--- src/rtl/uart_cmd_pkg.sv ---
// Shared types and constants for the UART ROM command stage.
package uart_cmd_pkg;

    // Parser / reply sequencer states
    typedef enum logic [2:0] {
        IDLE    = 3'd0,
        ADDR    = 3'd1,
        WAIT_CR = 3'd2,
        ROM     = 3'd3,
        ERR     = 3'd4,
        TX      = 3'd5
    } state_e;

    localparam logic [7:0] ASCII_CR   = 8'h0D;
    localparam logic [7:0] ASCII_LF   = 8'h0A;
    localparam logic [7:0] ASCII_QM   = 8'h3F;
    localparam logic [7:0] ASCII_R_UP = 8'h52;
    localparam logic [7:0] ASCII_R_LO = 8'h72;
    localparam logic [7:0] ASCII_1    = 8'h31;
    localparam logic [7:0] ASCII_2    = 8'h32;
    localparam logic [7:0] ASCII_3    = 8'h33;
    localparam logic [7:0] ASCII_4    = 8'h34;

    // Cycles between transmitter kicks: whole-cycle bit period times frame length
    function automatic int unsigned tx_gap(input int unsigned clock_freq_hz,
                                           input int unsigned baud_rate,
                                           input int unsigned bit_width);
        return (clock_freq_hz / baud_rate) * bit_width;
    endfunction

endpackage

--- src/rtl/hex_ascii_codec.sv ---
// Combinational hex <-> ASCII conversion (uppercase on encode, either case on decode).
module hex_ascii_codec (
    input  logic [3:0] nibble_i,
    output logic [7:0] ascii_o,
    input  logic [7:0] ascii_i,
    output logic [3:0] nibble_o,
    output logic       is_hex_o
);

    // Nibble to uppercase ASCII hex digit
    always_comb begin
        if (nibble_i < 4'd10) begin
            ascii_o = 8'h30 + {4'h0, nibble_i};
        end else begin
            ascii_o = 8'h37 + {4'h0, nibble_i};
        end
    end

    // ASCII hex digit to nibble; is_hex_o flags a legal digit
    always_comb begin
        nibble_o = 4'h0;
        is_hex_o = 1'b0;
        if (ascii_i >= 8'h30 && ascii_i <= 8'h39) begin
            nibble_o = ascii_i[3:0];
            is_hex_o = 1'b1;
        end else if ((ascii_i >= 8'h41 && ascii_i <= 8'h46) ||
                     (ascii_i >= 8'h61 && ascii_i <= 8'h66)) begin
            nibble_o = ascii_i[3:0] + 4'd9;
            is_hex_o = 1'b1;
        end
    end

endmodule

--- src/rtl/uart_rom_cmd.sv ---
// UART command stage: parses "R<3 hex>CR", reads the ROM and replies in ASCII
// hex; '1'..'4' toggle the LEDs. Replies are paced at a fixed gap because the
// transmitter has no ready handshake.
module uart_rom_cmd
    import uart_cmd_pkg::*;
#(
    parameter int unsigned BIT_WIDTH     = 11,
    parameter int unsigned BAUD_RATE     = 230400,
    parameter int unsigned CLOCK_FREQ_HZ = 100000000,
    parameter int unsigned ADDR_W        = 12,
    parameter int unsigned DATA_W        = 16
) (
    input  logic              clk,
    input  logic              rst_n,
    input  logic              rx_valid,
    input  logic [7:0]        rx_data,
    output logic              tx_send,
    output logic [7:0]        tx_data,
    output logic [ADDR_W-1:0] rom_addr,
    input  logic [DATA_W-1:0] rom_dout,
    output logic [3:0]        led,
    output logic              busy,
    output logic [2:0]        state_dbg_o
);

    // Handshake: rx_valid is a one-cycle strobe with rx_data valid in that
    // cycle and no back-pressure; tx_send is a one-cycle strobe with tx_data
    // held until the next strobe, spaced TX_GAP cycles since the UART has no ready.

    localparam int unsigned TX_GAP = tx_gap(CLOCK_FREQ_HZ, BAUD_RATE, BIT_WIDTH);
    localparam int unsigned GAP_W  = $clog2(TX_GAP + 1);

    state_e            state_q, state_d;
    logic [1:0]        cnt_q;
    logic [ADDR_W-1:0] rom_addr_q;
    logic [3:0]        led_q;
    logic [DATA_W-1:0] data_q;
    logic              err_q;
    logic [2:0]        idx_q;
    logic [2:0]        len_q;
    logic [GAP_W-1:0]  gap_q;
    logic              tx_send_q;
    logic [7:0]        tx_data_q;

    logic [3:0]        tx_nib;
    logic [7:0]        tx_hex;
    logic [3:0]        rx_nib;
    logic              rx_is_hex;
    logic [7:0]        cur_byte;
    logic              gap_zero;
    logic              reply_done;

    hex_ascii_codec u_codec (
        .nibble_i (tx_nib),
        .ascii_o  (tx_hex),
        .ascii_i  (rx_data),
        .nibble_o (rx_nib),
        .is_hex_o (rx_is_hex)
    );

    assign gap_zero   = (gap_q == '0);
    assign reply_done = (idx_q == len_q);

    // Select the reply byte at the current index (data nibbles MS first, then CR LF)
    always_comb begin
        tx_nib   = 4'h0;
        cur_byte = ASCII_LF;
        case (idx_q)
            3'd0: tx_nib = data_q[15:12];
            3'd1: tx_nib = data_q[11:8];
            3'd2: tx_nib = data_q[7:4];
            3'd3: tx_nib = data_q[3:0];
            default: tx_nib = 4'h0;
        endcase
        if (err_q) begin
            case (idx_q)
                3'd0:    cur_byte = ASCII_QM;
                3'd1:    cur_byte = ASCII_CR;
                default: cur_byte = ASCII_LF;
            endcase
        end else begin
            if (idx_q < 3'd4) begin
                cur_byte = tx_hex;
            end else if (idx_q == 3'd4) begin
                cur_byte = ASCII_CR;
            end else begin
                cur_byte = ASCII_LF;
            end
        end
    end

    // State register
    always_ff @(posedge clk or negedge rst_n) begin
        if (!rst_n) begin
            state_q <= IDLE;
        end else begin
            state_q <= state_d;
        end
    end

    // Next-state logic: parse in IDLE/ADDR/WAIT_CR, sequence the reply in TX
    always_comb begin
        state_d = state_q;
        case (state_q)
            IDLE: begin
                if (rx_valid && (rx_data == ASCII_R_UP || rx_data == ASCII_R_LO)) begin
                    state_d = ADDR;
                end
            end
            ADDR: begin
                if (rx_valid) begin
                    if (!rx_is_hex) begin
                        state_d = ERR;
                    end else if (cnt_q == 2'd2) begin
                        state_d = WAIT_CR;
                    end
                end
            end
            WAIT_CR: begin
                if (rx_valid) begin
                    state_d = (rx_data == ASCII_CR) ? ROM : ERR;
                end
            end
            ROM:     state_d = TX;
            ERR:     state_d = TX;
            TX: begin
                if (gap_zero && reply_done) begin
                    state_d = IDLE;
                end
            end
            default: state_d = IDLE;
        endcase
    end

    // Outputs derived from state
    always_comb begin
        busy        = (state_q == TX);
        state_dbg_o = state_q;
    end

    // Datapath: LEDs, address shift, reply load and paced transmit
    always_ff @(posedge clk or negedge rst_n) begin
        if (!rst_n) begin
            cnt_q      <= 2'd0;
            rom_addr_q <= '0;
            led_q      <= 4'h0;
            data_q     <= '0;
            err_q      <= 1'b0;
            idx_q      <= 3'd0;
            len_q      <= 3'd0;
            gap_q      <= '0;
            tx_send_q  <= 1'b0;
            tx_data_q  <= 8'h00;
        end else begin
            tx_send_q <= 1'b0;
            case (state_q)
                IDLE: begin
                    if (rx_valid) begin
                        case (rx_data)
                            ASCII_1:    led_q[0] <= ~led_q[0];
                            ASCII_2:    led_q[1] <= ~led_q[1];
                            ASCII_3:    led_q[2] <= ~led_q[2];
                            ASCII_4:    led_q[3] <= ~led_q[3];
                            ASCII_R_UP,
                            ASCII_R_LO: cnt_q    <= 2'd0;
                            default:    ;
                        endcase
                    end
                end
                ADDR: begin
                    if (rx_valid && rx_is_hex) begin
                        rom_addr_q <= {rom_addr_q[ADDR_W-5:0], rx_nib};
                        cnt_q      <= cnt_q + 2'd1;
                    end
                end
                ROM: begin
                    data_q <= rom_dout;
                    err_q  <= 1'b0;
                    len_q  <= 3'd6;
                    idx_q  <= 3'd0;
                    gap_q  <= '0;
                end
                ERR: begin
                    err_q <= 1'b1;
                    len_q <= 3'd3;
                    idx_q <= 3'd0;
                    gap_q <= '0;
                end
                TX: begin
                    if (gap_zero) begin
                        if (!reply_done) begin
                            tx_send_q <= 1'b1;
                            tx_data_q <= cur_byte;
                            idx_q     <= idx_q + 3'd1;
                            gap_q     <= GAP_W'(TX_GAP - 1);
                        end
                    end else begin
                        gap_q <= gap_q - 1'b1;
                    end
                end
                default: ;
            endcase
        end
    end

    assign tx_send  = tx_send_q;
    assign tx_data  = tx_data_q;
    assign rom_addr = rom_addr_q;
    assign led      = led_q;

endmodule

--- config.mk ---
export PLATFORM = sky130hd
export DESIGN_NAME = uart_rom_cmd
export DESIGN_NICKNAME = d
export VERILOG_FILES = /design/src/rtl/uart_cmd_pkg.sv /design/src/rtl/hex_ascii_codec.sv /design/src/rtl/uart_rom_cmd.sv
export SDC_FILE = /design/constraint.sdc
export NUM_CORES = 1
export LEC_CHECK = 0
export CAP_MARGIN = 5
export CORE_MARGIN = 5
export CORE_UTILIZATION = 40
export CTS_BUF_LIST = sky130_fd_sc_hd__clkbuf_16
export DETAILED_ROUTE_END_ITERATION = 7
export PLACE_DENSITY_LB_ADDON = 0.25
export SYNTH_ARGS = -nofsm -noshare
export SYNTH_HDL_FRONTEND = slang
export SYNTH_HIERARCHICAL = 1
export SYNTH_SLANG_ARGS = --single-unit
export TNS_END_PERCENT = 1
--- constraint.sdc ---
create_clock -name clk -period 2.2 [get_ports clk]
set_input_delay 0.44 -clock clk [delete_from_list [all_inputs] [get_ports clk]]
set_output_delay 0.44 -clock clk [all_outputs]
set_load 0.1 [all_outputs]
==> metrics.md <==
| Metric | Value |
|---|---|
| Initial Util | `40.6%` |
| Post-synth ARST share | `between 90% and 100%` |
| Global-route track usage on met3 | `3.73%` |
| ANT nets after route | `0` |
| Pre-CTS WS | `-0.442 ns` |
| DR pass1 iterations | `6` |
| Global route total overflow | `0` |
| Comb pwr share | `around 54%` |
| Die H | `roughly 100 um` |
| Die ar. | `around 11000 um^2` |
| First-pass GRT wire length | `around 14000 um` |
| Core box area | `around 8600 um^2` |
| Initial antenna violation count | `0` |
| Pwr dens | `between 1000 and 1500 nW/um^2` |
| GR Util All Layers | `around 16%` |
| Fin cells | `between 500 and 600` |
| Top Usage Layer GRT | `met2` |
| # hold bufs at CTS | `0` |
| Cell variety after synth | `63` |
| Largest net degree at the start of global routing | `34` |
| Die W | `between 100 and 150 um` |
| Mapped Cells | `about 350` |
| M1 GR Usage | `21.5%` |
| Setup crit end kind | `register` |
| Endpoints failing setup | `0` |
| Worst min-delay path class | `in -> async` |
| Area grow syn2layout | `41.5%` |
| Crit-path max cell delay | `between 0.5 and 0.6 ns` |
| Worst path slowest cell | `clkdlybuf4s50_1` |
| Sw power | `approximately 3.1 mW` |
| Multi-input gate area | `roughly 1800 um^2` |
| DRT iter0 DRCs | `152` |
| Slew HR | `about three fifths` |
| Vias per cell | `between 5 and 6` |
| Clk pwr share | `approximately 20%` |
| Clk Latency, worst-skew pair | `roughly 0.32 ns` |
| Nets | `504` |
| Critical-path maximum fanout | `3` |
| Total power | `7.05 mW` |
| Antenna Cells | `0` |
| Post-layout instance area | `approximately 5000 um^2` |
| Syn Area/Cell | `roughly 10 um^2` |
| Final core occ | `about 57%` |
| Fmax | `0.471 GHz` |
| Routed WL per cell | `about 15 um` |
| CP Class | `in -> reg` |
| Pins Over Slew Limit | `0` |
| Row Count | `34` |
| Critical Path AT | `about 2.3 ns` |
| Vias in the first global route | `approximately 3000` |
| Crit-path cells | `clkdlybuf4s50_1 > and4bb_2 > a21boi_2 > a21o_1 > nand2_1 > o21ai_1 > a32oi_1 > buf_4 > o221a_2` |
| RSZ-0062 raised after global routing | `true` |
| Worst path required time | `2.40 ns` |
| Sequential share of power | `26.8%` |
| Synth Cell Area | `~3500 um^2` |
| FF/Latch Area | `1630 um^2` |
| P_int | `between 3 and 4 mW` |
| Synth Warn # | `6` |
| Final WL | `around 8600 um` |
| FF+latch count, synth | `65` |
| Post-synth top flop | `dfrtp_1` |
| Sw Ratio | `between 40% and 50%` |
| Seq/Total Area, Yosys | `a little under half` |
| Startpoint Class | `input port` |
| Setup Skew | `between 0.005 and 0.006 ns` |
| Max Buffers Root-to-Sink | `2` |
| I/O Pins | `56` |
| Syn Nets | `approximately 380` |
| Layout cells sized above 1 | `a little over a third` |
| I/O Buffers | `55` |
| Met2 Resource Use GR | `between 20% and 30%` |
| Pleak | `~2.3 nW` |
| Reg clk slew, reported paths | `0.05 ns` |
| Tcrit/Tclk final | `between 90% and 100%` |
| Period minus WS final | `between 2 and 2.5 ns` |
| Gpl congestion | `around 0.86` |
| Fillcell total | `766` |
| Fin. Hold Viols | `0` |
| Vias | `roughly 3000` |
| Max-cap violations | `0` |
| CTS tree | `built` |
| Worst-Margin Slew | `0.627 ns` |
| Setup ws final | `0.0780 ns` |
| Post-synth EDFFs | `0` |
| VDD IR max | `793 uV` |
| DR DRC count | `0` |
| Inserted Clock Buffers | `9` |
| Root buf cell | `clkbuf_16` |
| Placed wire-length estimate | `a little over 6000 um` |
| Post-DP Area | `4500 um^2` |
| DP Cell Count | `between 500 and 600` |
| H-Tree Depth | `3` |
| Status | `completed` |
| CTS sink cnt | `65` |
worst max-delay path, delay by kind of cell:
family | cells | cell delay, ns
AO/OA/AOI/OAI | 5 | 0.89
buffers and inverters | 2 | 0.67
AND/OR/NAND/NOR | 2 | 0.32
cell families (layout without fill, tap and decap cells):
kind of cell | after synthesis | in the layout | share of synthesized area [%]
adders and majority gates | 12 | 12 | 4.28
and+or+nand+nor | 108 | 108 | 16.9
DFF | 65 | 65 | 46.4
muxes | 31 | 31 | 9.88
buffers and inverters | 32 | 157 | 3.89
AOI/OAI and AO/OA | 87 | 87 | 16.3
xor gates and xnor gates | 9 | 9 | 2.25
other | 1 | 1 | 0.107
cell usage after synthesis, drive strengths merged (3+ instances only):
| cell type | n | area share (%) |
|---|---|---|
| a21o | 5 | 1.1 |
| nor3 | 9 | 1.3 |
| mux2 | 29 | 9.3 |
| a21oi | 19 | 3.0 |
| nand3 | 9 | 1.3 |
| dfrtp | 65 | 46 |
| and3 | 3 | 0.54 |
| nand3b | 4 | 0.86 |
| buf | 6 | 1.1 |
| nand2b | 5 | 0.89 |
| or4b | 3 | 1.1 |
| or3 | 4 | 0.71 |
| a222oi | 4 | 1.1 |
| inv | 18 | 1.9 |
| o21ai | 32 | 4.6 |
| or4 | 3 | 0.64 |
| o31ai | 3 | 0.64 |
| ha | 12 | 4.3 |
| xnor2 | 8 | 2.0 |
| a311oi | 3 | 0.75 |
| and2 | 3 | 0.54 |
| clkbuf | 7 | 0.75 |
| nand2 | 35 | 3.7 |
| nor2 | 16 | 1.7 |
what timing repair did:
action                     in CTS  in global routing
setup buffers                   8                  3
cloned                          1                  0
resized for setup              13                 24
pin swaps                       4                  4
setup endpoints to repair      16                 36
sequential cells by signal (all words and copies together), names as in the netlist, 3 cells and up:
signal and count:
data_q 16, gap_q 13, rom_addr 12, tx_data 8, led 4, idx_q 3, len_q 3, state_dbg_o 3
worst paths after layout:
kind / startpoint / end / slack (ns) / cells after the start
min in group clk: led[0] / led[0] / 0.47 / 1
worst max register to register: gap_q[1] / gap_q[10] / 0.08 / 7
worst min register to register: led[0] / led[0] / 0.47 / 1
worst max-delay path: rx_data[5] / state_dbg_o[0] / 0.08 / 9
worst min-delay path: rst_n / led[2] / 0.12 / 1
max in group asynchronous: rst_n / state_dbg_o[2] / 1.47 / 2
layout make-up:
| type | instances | area share (%) |
|---|---|---|
| Tap cell | 108 | 2.72 |
| Inverter | 19 | 1.54 |
| Multi-Input combinational cell | 248 | 36.6 |
| Clock inverter | 7 | 1.41 |
| Sequential cell | 65 | 32.9 |
| Timing Repair Buffer | 122 | 20.3 |
| Clock buffer | 9 | 4.54 |
power by group through the flow:
stage / combinational, mW / clock [mW] / sequential (mW)
finish: 3.78 / 1.38 / 1.89
global route: 4.10 / 1.49 / 1.94
CTS: 3.66 / 1.42 / 1.89
detailed placement: 3.63 / 0 / 1.90
global placement: 3.55 / 0 / 1.88
floorplan: 1.68 / 0 / 2.61
cells in the final DEF, fill, tap and decap left out, types with 4 or more instances in the layout:
cell / n
buf_4: 92
dfrtp_1: 62
nand2_1: 35
mux2_2: 29
o21ai_0: 19
clkdlybuf4s50_1: 19
inv_1: 17
a21oi_1: 16
nor2_1: 15
o21ai_1: 12
nor3_1: 9
nand3_1: 9
clkbuf_16: 9
xnor2_1: 8
ha_1: 7
nand2b_1: 5
a21o_1: 5
dlygate4sd2_1: 5
nand3b_1: 4
a222oi_1: 4
or3_1: 4
stage by stage:
stage | TNS (ns) | hold slack (ns)
after floorplan | -0.0348 | 0.144
after global placement | -5.83 | 0.455
after detailed placement | -7.07 | 0.471
after CTS | 0 | 0.148
after global routing | -0.0753 | 0.164
final | 0 | 0.122
routing by layer:
metal  vias to the layer above  share of wire (%)
li1                       1509                  -
met1                      1489                 47
met2                        47                 49
met5                         -                  0
met4                         0               0.46
met3                         2                3.5
No activity file was read; power rests on OpenSTA's default activity.
